$ cat config.mk
export PLATFORM = sky130hd
export DESIGN_NAME = hc_sub_pipe
export DESIGN_NICKNAME = d
export VERILOG_FILES = /design/src/rtl/hc_arith_pkg.sv /design/src/rtl/hc_pg_cell.sv /design/src/rtl/hc_sub_pipe.sv
export SDC_FILE = /design/constraint.sdc
export NUM_CORES = 1
export LEC_CHECK = 0
export ABC_AREA = 0
export CORE_MARGIN = 4
export CORE_UTILIZATION = 50
export CTS_CLUSTER_DIAMETER = 40
export DETAILED_ROUTE_END_ITERATION = 12
export PLACE_DENSITY = 0.78
export SETUP_SLACK_MARGIN = 0.4
export SLEW_MARGIN = 10
export SYNTH_ARGS = -nofsm -noshare
export SYNTH_HDL_FRONTEND = slang
export SYNTH_SLANG_ARGS = --single-unit
$ cat constraint.sdc
create_clock -name clk -period 4.2 [get_ports clk]
set_input_delay 0.84 -clock clk [delete_from_list [all_inputs] [get_ports clk]]
set_output_delay 0.84 -clock clk [all_outputs]
set_load 0.005 [all_outputs]
$ cat src/rtl/hc_arith_pkg.sv
// ----------------------------------------------------------------------------
// hc_arith_pkg
// Shared constants and the stage-1 pipeline register layout for the
// Han-Carlson prefix arithmetic blocks.
//
// Optional feature macro: HCSUB_OVF_EN. When it is defined, the operand sign
// bits are carried in the stage-1 register so that signed overflow can be
// formed at the output stage.
// ----------------------------------------------------------------------------
package hc_arith_pkg;

    localparam int HC_WIDTH     = 30;
    localparam int HC_LEVELS    = 5;            // spans 2, 4, 8, 16, 32
    localparam int HC_S1_LEVELS = 3;            // levels finished before the S1 register
    localparam int HC_ODD       = HC_WIDTH / 2; // odd bit positions 1, 3, ..., 29

    // Stage-1 register. og/op index k stands for bit position 2k+1 and hold
    // the group generate/propagate after HC_S1_LEVELS levels.
    typedef struct packed {
        logic [HC_WIDTH-1:0] p;
        logic [HC_WIDTH-1:0] g;
        logic [HC_ODD-1:0]   og;
        logic [HC_ODD-1:0]   op;
`ifdef HCSUB_OVF_EN
        logic                a_msb;
        logic                b_msb;
`endif
        logic                cin;
    } hc_s1_t;

endpackage

$ cat src/rtl/hc_pg_cell.sv
// ----------------------------------------------------------------------------
// hc_pg_cell
// Prefix combine cell. Black cell by default; with GREY = 1 the lower operand
// is already a group prefix, so only the generate is needed and o_p is tied 0.
//
// Ports:
//   i_g_hi, i_p_hi : generate/propagate of the more significant span
//   i_g_lo, i_p_lo : generate/propagate of the less significant span
//   o_g, o_p       : combined generate/propagate (o_p = 0 for grey cells)
// ----------------------------------------------------------------------------
module hc_pg_cell #(
    parameter bit GREY = 1'b0
) (
    input  logic i_g_hi,
    input  logic i_p_hi,
    input  logic i_g_lo,
    input  logic i_p_lo,
    output logic o_g,
    output logic o_p
);

    assign o_g = i_g_hi | (i_p_hi & i_g_lo);
    assign o_p = GREY ? 1'b0 : (i_p_hi & i_p_lo);

endmodule

$ cat src/rtl/hc_sub_pipe.sv
// ----------------------------------------------------------------------------
// hc_sub_pipe
// Two-stage pipelined 30-bit Han-Carlson subtractor: diff = a - b - bin,
// computed as a + ~b + ~bin. Stage S1 runs pre-compute and prefix levels
// 1-3 on odd positions; stage S2 runs levels 4-5, the even-position grey
// fix-up, the sum XOR and the borrow-out.
//
// Optional feature macro: HCSUB_OVF_EN (adds the ovf output, signed overflow).
//
// Ports:
//   clk, rst_n          : clock, synchronous active-low reset
//   in_valid / in_ready : operand handshake (a, b, bin)
//   out_valid/ out_ready: result handshake (diff, bout[, ovf])
//   diff                : (a - b - bin) mod 2^30, registered
//   bout                : 1 when a < b + bin (unsigned), registered
//   ovf                 : signed overflow, registered (HCSUB_OVF_EN only)
// ----------------------------------------------------------------------------
module hc_sub_pipe
    import hc_arith_pkg::*;
#(
    parameter int WIDTH = HC_WIDTH
) (
    input  logic             clk,
    input  logic             rst_n,
    input  logic             in_valid,
    output logic             in_ready,
    input  logic [WIDTH-1:0] a,
    input  logic [WIDTH-1:0] b,
    input  logic             bin,
    output logic             out_valid,
    input  logic             out_ready,
    output logic [WIDTH-1:0] diff,
    output logic             bout
`ifdef HCSUB_OVF_EN
    ,
    output logic             ovf
`endif
);

    // Handshake: a beat moves on a side when valid and ready are both high at
    // the rising edge. S2 advances when S1 holds a beat and S2 is empty or
    // being drained; S1 accepts when it is empty or emptying into S2, so
    // in_ready follows out_ready combinationally and a full stall releases
    // without a bubble.
    logic r_s1_v;
    logic r_s2_v;
    logic w_s2_adv;
    logic w_accept;

    assign w_s2_adv  = r_s1_v & (~r_s2_v | out_ready);
    assign in_ready  = ~r_s1_v | w_s2_adv;
    assign w_accept  = in_valid & in_ready;
    assign out_valid = r_s2_v;

    // ---------------- Stage S1 ----------------
    logic [HC_WIDTH-1:0] w_p;
    logic [HC_WIDTH-1:0] w_g;
    logic                w_cin;
    logic                w_g0c;
    logic                w_unused_p0;
    logic [HC_ODD-1:0]   w_g_s1 [1:HC_S1_LEVELS];
    logic [HC_ODD-1:0]   w_p_s1 [1:HC_S1_LEVELS];
    hc_s1_t              w_s1;
    hc_s1_t              r_s1;

    assign w_p   = a ^ ~b;
    assign w_g   = a & ~b;
    assign w_cin = ~bin;

    // Bit 0 absorbs the carry-in so every later prefix starting at bit 0 is
    // already the carry into the next position.
    hc_pg_cell #(.GREY(1'b1)) u_bit0 (
        .i_g_hi(w_g[0]), .i_p_hi(w_p[0]), .i_g_lo(w_cin), .i_p_lo(1'b0),
        .o_g(w_g0c), .o_p(w_unused_p0)
    );

    // Level 1: each odd position combines with the even position below it.
    for (genvar k = 0; k < HC_ODD; k++) begin : g_l1
        if (k == 0) begin : g_grey
            hc_pg_cell #(.GREY(1'b1)) u_cell (
                .i_g_hi(w_g[1]), .i_p_hi(w_p[1]), .i_g_lo(w_g0c), .i_p_lo(1'b0),
                .o_g(w_g_s1[1][0]), .o_p(w_p_s1[1][0])
            );
        end else begin : g_black
            hc_pg_cell #(.GREY(1'b0)) u_cell (
                .i_g_hi(w_g[2*k+1]), .i_p_hi(w_p[2*k+1]),
                .i_g_lo(w_g[2*k]),   .i_p_lo(w_p[2*k]),
                .o_g(w_g_s1[1][k]), .o_p(w_p_s1[1][k])
            );
        end
    end

    // Levels 2..3 on odd positions. Distance D counts odd slots. Slots below
    // D are finished and pass through; slots below 2*D combine with a
    // finished prefix, so a grey cell is enough.
    for (genvar lvl = 2; lvl <= HC_S1_LEVELS; lvl++) begin : g_s1_lvl
        localparam int D = 1 << (lvl - 2);
        for (genvar k = 0; k < HC_ODD; k++) begin : g_k
            if (k < D) begin : g_pass
                assign w_g_s1[lvl][k] = w_g_s1[lvl-1][k];
                assign w_p_s1[lvl][k] = w_p_s1[lvl-1][k];
            end else begin : g_cell
                hc_pg_cell #(.GREY(k < 2*D)) u_cell (
                    .i_g_hi(w_g_s1[lvl-1][k]),   .i_p_hi(w_p_s1[lvl-1][k]),
                    .i_g_lo(w_g_s1[lvl-1][k-D]), .i_p_lo(w_p_s1[lvl-1][k-D]),
                    .o_g(w_g_s1[lvl][k]), .o_p(w_p_s1[lvl][k])
                );
            end
        end
    end

    always_comb begin
        w_s1     = '0;
        w_s1.p   = w_p;
        w_s1.g   = w_g;
        w_s1.og  = w_g_s1[HC_S1_LEVELS];
        w_s1.op  = w_p_s1[HC_S1_LEVELS];
        w_s1.cin = w_cin;
`ifdef HCSUB_OVF_EN
        w_s1.a_msb = a[HC_WIDTH-1];
        w_s1.b_msb = b[HC_WIDTH-1];
`endif
    end

    // Data only; validity is carried by r_s1_v.
    always_ff @(posedge clk) begin
        if (w_accept) begin
            r_s1 <= w_s1;
        end
    end

    // ---------------- Stage S2 ----------------
    logic [HC_ODD-1:0]   w_g_s2 [HC_S1_LEVELS:HC_LEVELS];
    logic [HC_ODD-1:0]   w_p_s2 [HC_S1_LEVELS:HC_LEVELS];
    logic [HC_WIDTH-1:0] w_gpre;            // w_gpre[i] = G[i:0] including carry-in
    logic [HC_ODD-1:0]   w_unused_fix_p;
    logic [HC_WIDTH-1:0] w_sum;
    logic                w_bout;
    logic                w_unused_bits;

    assign w_g_s2[HC_S1_LEVELS] = r_s1.og;
    assign w_p_s2[HC_S1_LEVELS] = r_s1.op;

    for (genvar lvl = HC_S1_LEVELS + 1; lvl <= HC_LEVELS; lvl++) begin : g_s2_lvl
        localparam int D = 1 << (lvl - 2);
        for (genvar k = 0; k < HC_ODD; k++) begin : g_k
            if (k < D) begin : g_pass
                assign w_g_s2[lvl][k] = w_g_s2[lvl-1][k];
                assign w_p_s2[lvl][k] = w_p_s2[lvl-1][k];
            end else begin : g_cell
                hc_pg_cell #(.GREY(k < 2*D)) u_cell (
                    .i_g_hi(w_g_s2[lvl-1][k]),   .i_p_hi(w_p_s2[lvl-1][k]),
                    .i_g_lo(w_g_s2[lvl-1][k-D]), .i_p_lo(w_p_s2[lvl-1][k-D]),
                    .o_g(w_g_s2[lvl][k]), .o_p(w_p_s2[lvl][k])
                );
            end
        end
    end

    // Even-position fix-up: each even bit extends the finished prefix of the
    // odd bit just below it (bit 0 extends the carry-in).
    for (genvar k = 0; k < HC_ODD; k++) begin : g_fix
        assign w_gpre[2*k+1] = w_g_s2[HC_LEVELS][k];
        if (k == 0) begin : g_bit0
            hc_pg_cell #(.GREY(1'b1)) u_cell (
                .i_g_hi(r_s1.g[0]), .i_p_hi(r_s1.p[0]), .i_g_lo(r_s1.cin), .i_p_lo(1'b0),
                .o_g(w_gpre[0]), .o_p(w_unused_fix_p[0])
            );
        end else begin : g_even
            hc_pg_cell #(.GREY(1'b1)) u_cell (
                .i_g_hi(r_s1.g[2*k]), .i_p_hi(r_s1.p[2*k]),
                .i_g_lo(w_g_s2[HC_LEVELS][k-1]), .i_p_lo(1'b0),
                .o_g(w_gpre[2*k]), .o_p(w_unused_fix_p[k])
            );
        end
    end

    assign w_sum  = r_s1.p ^ {w_gpre[HC_WIDTH-2:0], r_s1.cin};
    assign w_bout = ~w_gpre[HC_WIDTH-1];   // borrow is the inverted carry-out

    // Odd-position g bits and the top-level P terms are not needed after the tree.
    assign w_unused_bits = ^{r_s1.g, w_p_s2[HC_LEVELS], w_unused_fix_p, w_unused_p0};

    logic [HC_WIDTH-1:0] r_diff;
    logic                r_bout;
`ifdef HCSUB_OVF_EN
    logic                r_ovf;
    logic                w_ovf;
    assign w_ovf = (r_s1.a_msb ^ r_s1.b_msb) & (w_sum[HC_WIDTH-1] ^ r_s1.a_msb);
`endif

    always_ff @(posedge clk) begin
        if (!rst_n) begin
            r_s1_v <= 1'b0;
            r_s2_v <= 1'b0;
            r_diff <= '0;
            r_bout <= 1'b0;
`ifdef HCSUB_OVF_EN
            r_ovf  <= 1'b0;
`endif
        end else begin
            r_s1_v <= w_accept | (r_s1_v & ~w_s2_adv);
            r_s2_v <= w_s2_adv | (r_s2_v & ~out_ready);
            if (w_s2_adv) begin
                r_diff <= w_sum;
                r_bout <= w_bout;
`ifdef HCSUB_OVF_EN
                r_ovf  <= w_ovf;
`endif
            end
        end
    end

    assign diff = r_diff;
    assign bout = r_bout;
`ifdef HCSUB_OVF_EN
    assign ovf  = r_ovf;
`endif

endmodule

* After elaboration in Yosys (flattened, before gate mapping)
Index checks and enable logic that the tools add are counted.
** Word-level totals
- Register bits after elaboration :: 119
- Bits of input ports :: 65
- Output and inout port bits :: 33
- Word-level logic and storage cells :: 224
** Cells by class
- Bitwise gates (word level) :: 215
** Operators with widths (number)
- $and 1x1->1 :: 125
- $or 1x1->1 :: 80
- $xor 30x30->30 :: 2
- $and 30x30->30 :: 1
- $not 30->30 :: 1
- $not 1->1 :: 6

* Longest topological paths before layout
- Word-level depth :: 10
- Gate-level depth with buffers :: 7
- Mapped depth without buffers :: 7

* By module
A second synthesis with hierarchy kept.
** Second synthesis, totals
- Cell total of the unflattened synthesis :: 434
- Area total of the unflattened synthesis :: 5368.9 sq um
** By module, submodules not included
- hc_sub_pipe :: instances 1, cells each 251, area each 4111.4 sq um, seq. area each 2942.8 sq um
- hc_pg_cell at g_l1[10].g_black.u_cell ... :: instances 45, cells each 2, area each 15.0 sq um, seq. area each 0.0 sq um
- hc_pg_cell at g_fix[0].g_bit0.u_cell ... :: instances 31, cells each 3, area each 18.8 sq um, seq. area each 0.0 sq um

* Worst setup path after synthesis
No wires, ideal clock.
- Path kind :: input port to flip-flop
- Start point :: input port out_ready
- End point :: register r_s1[0] in the netlist's numbering (enable)
- Setup time :: 0.438 ns
- Arrival time :: 2.943 ns
- Data required time :: 3.762 ns
- Path slack :: 0.819 ns
- Stages :: 4
- Buffers on the path :: 1
- Cells stage by stage :: and2b_4 > buf_6 > nand2_1 > and2_1
** Between the ends
- Longest elaborated chain between the ends :: 4
** Ends and longest elaborated chain
- start, declared :: line hc_sub_pipe.sv:31 : input logic out_ready,
- $or 1x1->1 :: line hc_sub_pipe.sv:50 : assign w_s2_adv = r_s1_v & (~r_s2_v | out_ready);
- $and 1x1->1 :: line hc_sub_pipe.sv:50
- $or 1x1->1 :: line hc_sub_pipe.sv:51 : assign in_ready = ~r_s1_v | w_s2_adv;
- via in_ready :: line hc_sub_pipe.sv:26 : output logic in_ready,
- $and 1x1->1 :: line hc_sub_pipe.sv:52 : assign w_accept = in_valid & in_ready;
- via w_accept :: line hc_sub_pipe.sv:48 : logic w_accept;
- end signal, assigned :: line hc_sub_pipe.sv:128 : r_s1 <= w_s1;
- end, declared :: line hc_sub_pipe.sv:64 : hc_s1_t r_s1;
The timed path passes the listed nets, and every way through them passes these cells.
A chain may end at the register's enable or synchronous reset.

* Worst setup path after layout
- Start point :: input port out_ready
- End point :: output port in_ready
** Between the ends
- Longest elaborated chain between the ends :: 3
** Ends and longest elaborated chain (line)
- $or 1x1->1 :: hc_sub_pipe.sv:50
- $and 1x1->1 :: hc_sub_pipe.sv:50
- $or 1x1->1 :: hc_sub_pipe.sv:51
- end, declared :: hc_sub_pipe.sv:26
No other way between the ends.

==> metrics.md <==
| Metric | Value |
|---|---|
| Post-synth top cells | edfxtp_1, o21ai_0, ha_1 |
| Met3 Wirelength | 561 um |
| Share of layout cells above drive strength 1 | slightly above 4% |
| Pleak | ~2.4 nW |
| Hold Buf Count CTS | 0 |
| CTS H-tree lvls | 3 |
| Ratio of final minimum period to clock period | about 75% |
| Final net count | around 630 |
| Critical path class | primary input to primary output |
| Reg2Reg Setup Slack | between 2 and 2.5 ns |
| Die Span Y | 107 um |
| Antenna Cells | 0 |
| PD cells | 354 nW/um^2 |
| Initial DRC count | around 220 |
| Mean Syn Cell Area | about 12 um^2 |
| CP Launch Point | out_ready |
| Top Metal Used | met4 |
| I/O pins | between 90 and 100 |
| CP Capture Point | in_ready |
| Crit path DAT | between 2 and 2.5 ns |
| Reg2Reg Depth | 7 |
| Synth area leaders | edfxtp_1, dfxtp_1, ha_1, o21ai_0, a21boi_1 |
| Post-route ant nets | 0 |
| Flip-flop and latch count after synthesis | approximately 110 |
| Worst skew pair latency | approximately 0.35 ns |
| Fillers | just over 700 |
| Area leader, netlist | edfxtp_1 |
| Deepest clock path buffer count | 2 |
| CP max FO | 33 |
| VDD IR max | 0.174 mV |
| Cell area after synthesis | 4910 um^2 |
| Top-area cell type share of the netlist area | 44.0% |
| Final hold violations | 0 |
| Area of the core | ~9400 um^2 |
| GRT Overall Usage | between 10% and 20% |
| Gr ovfl total | 0 |
| Antenna violations before repair | 0 |
| DR pass1 iterations | 4 |
| Die Wd | about 110 um |
| TNS Setup | 0 ns |
| Most common cell in the synthesized netlist | edfxtp_1 |
| R2r endpoint | diff[29] |
| CP endpoint kind | primary output |
| Synth cell types | 35 |
| Row count | 35 |
| Number of port buffers | 97 |
| Fmax | 317 MHz |
| Worst slack, placed | 1.04 ns |
| MaxCap Viol Count | 0 |
| Largest net degree at the start of global routing | 52 |
| Vias in the first global route | roughly 3400 |
| WL met1 | 4.51 mm |
| Status | finished, final reports clean |
| # clock sinks | 105 |
| Hpwl dp | roughly 7.9 mm |
| Number of synthesized flops with an enable pin | 72 |
| Setup bufs post-CTS | 0 |
| Seq/Total Area, Yosys | about 57% |
| Clock root buffer | clkbuf_8 |
| Worst R2R Start | r_s1[17] |
| Total Wirelength | between 10 and 15 mm |
| Per-cell routed wire length | about 16 um |
| Skew final | about 0.0086 ns |
| Setup Viol. Count Final | 0 |
| Routed vias/inst | ~5.5 |
| Initial Util | 52.2% |
| Post_cts resized | 0 |
| Final Worst Setup Slack | roughly 1.0 ns |
| Vias | 3578 |
| Worst min path class | flip-flop to flip-flop |
| Synth Flop Type | edfxtp_1 |
| Tmin final | around 3.2 ns |
| First-pass GRT wire length | between 15 and 20 mm |
| Placer Congestion | about 0.86 |
| Die area | about 11000 um^2 |
| Cell count after synthesis | between 400 and 500 |
| Worst-Margin Slew | ~1.0 ns |
| Async S/R FF share, synth | 0% |
| Worst-path clk slew | ~0.09 ns |
| Crit path launch type | primary input |
| WL met2 | roughly 5.2 mm |
| Final non-filler cell total | approximately 650 |
| CTS tree | built |
| Mapped Nets | approximately 530 |
| Area growth syn-to-layout | 25.8% |
| Slew Viols, Final | 0 |
| Synthesis Warnings | 0 |
| Total CTS buffers | 9 |
| RSZ-0062 raised after global routing | false |
| CP required | approximately 3.4 ns |
| Rel. slew slack | about a third |
| Placed cells | ~640 |
| # DRC | 0 |
==> how the worst min path moves through the flow <==
stage             start       end  slack (ns)  depth (start not counted)
6_report       diff[28]  diff[28]        0.48                          2
5_1_grt        diff[28]  diff[28]        0.50                          2
4_1_cts        diff[14]  diff[14]        0.48                          2
3_5_place_dp   diff[14]  diff[14]        0.47                          2
3_3_place_gp   diff[29]  diff[29]        0.46                          2
2_1_floorplan  diff[11]  diff[11]        0.46                          2
==> cell type report <==
type	count	area, um^2	area share, %
timing repair buffer	99	998	16.2
clock inverter	5	55.1	0.891
inverter	33	124	2.00
multi-input combinational	269	1880	30.4
sequential	105	2820	45.7
tap	129	161	2.61
clock buffer	11	141	2.29
==> worst max-delay path, stage by stage <==
cell	delay, ns
clkdlybuf4s50_1	0.40
and2b_4	0.48
nand2_1	0.12
clkdlybuf4s50_1	0.46
==> cells in the final DEF, fill, tap and decap left out, types with 2 or more instances in the layout <==
cell type,count
clkdlybuf4s50_1,97
edfxtp_1,72
o21ai_0,52
ha_1,45
dfxtp_1,33
inv_1,32
a21boi_1,31
nand4_1,25
nand2_1,17
nand3_1,16
or3_1,15
a21oi_1,14
a21o_1,13
o21a_1,10
nor2_1,10
clkbuf_8,10
o21ai_1,4
a31oi_1,2
o31ai_1,2
==> sequential cells by signal, indices dropped and copies added (netlist names) <==
register   count
bout           1
diff          30
out_valid      1
r_s1          72
r_s1_v         1
==> layer usage <==
metal,vias up,track usage (%)
li1,1758,-
met1,1693,23.9
met2,115,30.5
met3,12,2.77
met4,0,6.48
met5,-,0
==> power breakdown <==
group          total [mW]  internal, mW  switching, mW
clock network       0.603         0.290          0.313
registers            1.22          1.19         0.0315
logic               0.364         0.185          0.178
==> metrics by stage <==
step,util (%),hold slack (ns),cell area (um^2),total power [mW]
floorplan,-,0.465,4910,1.43
global placement,63.6,0.463,5990,1.60
detailed placement,63.6,0.467,5990,1.61
CTS,65.7,0.479,6180,2.20
global route,65.7,0.504,6180,2.29
finish,65.7,0.478,6180,2.19
==> logic make-up (layout without fill, tap and decap cells) <==
kind of cell	after synthesis	count (layout)	synth area share [%]
AOI/OAI and AO/OA	132	132	16.6
DFF	105	105	57.4
adders and majority gates	45	45	11.5
buffers and inverters	49	148	4.35
and+or+nand+nor	92	92	10.1
No activity file was read; power rests on OpenSTA's default activity.
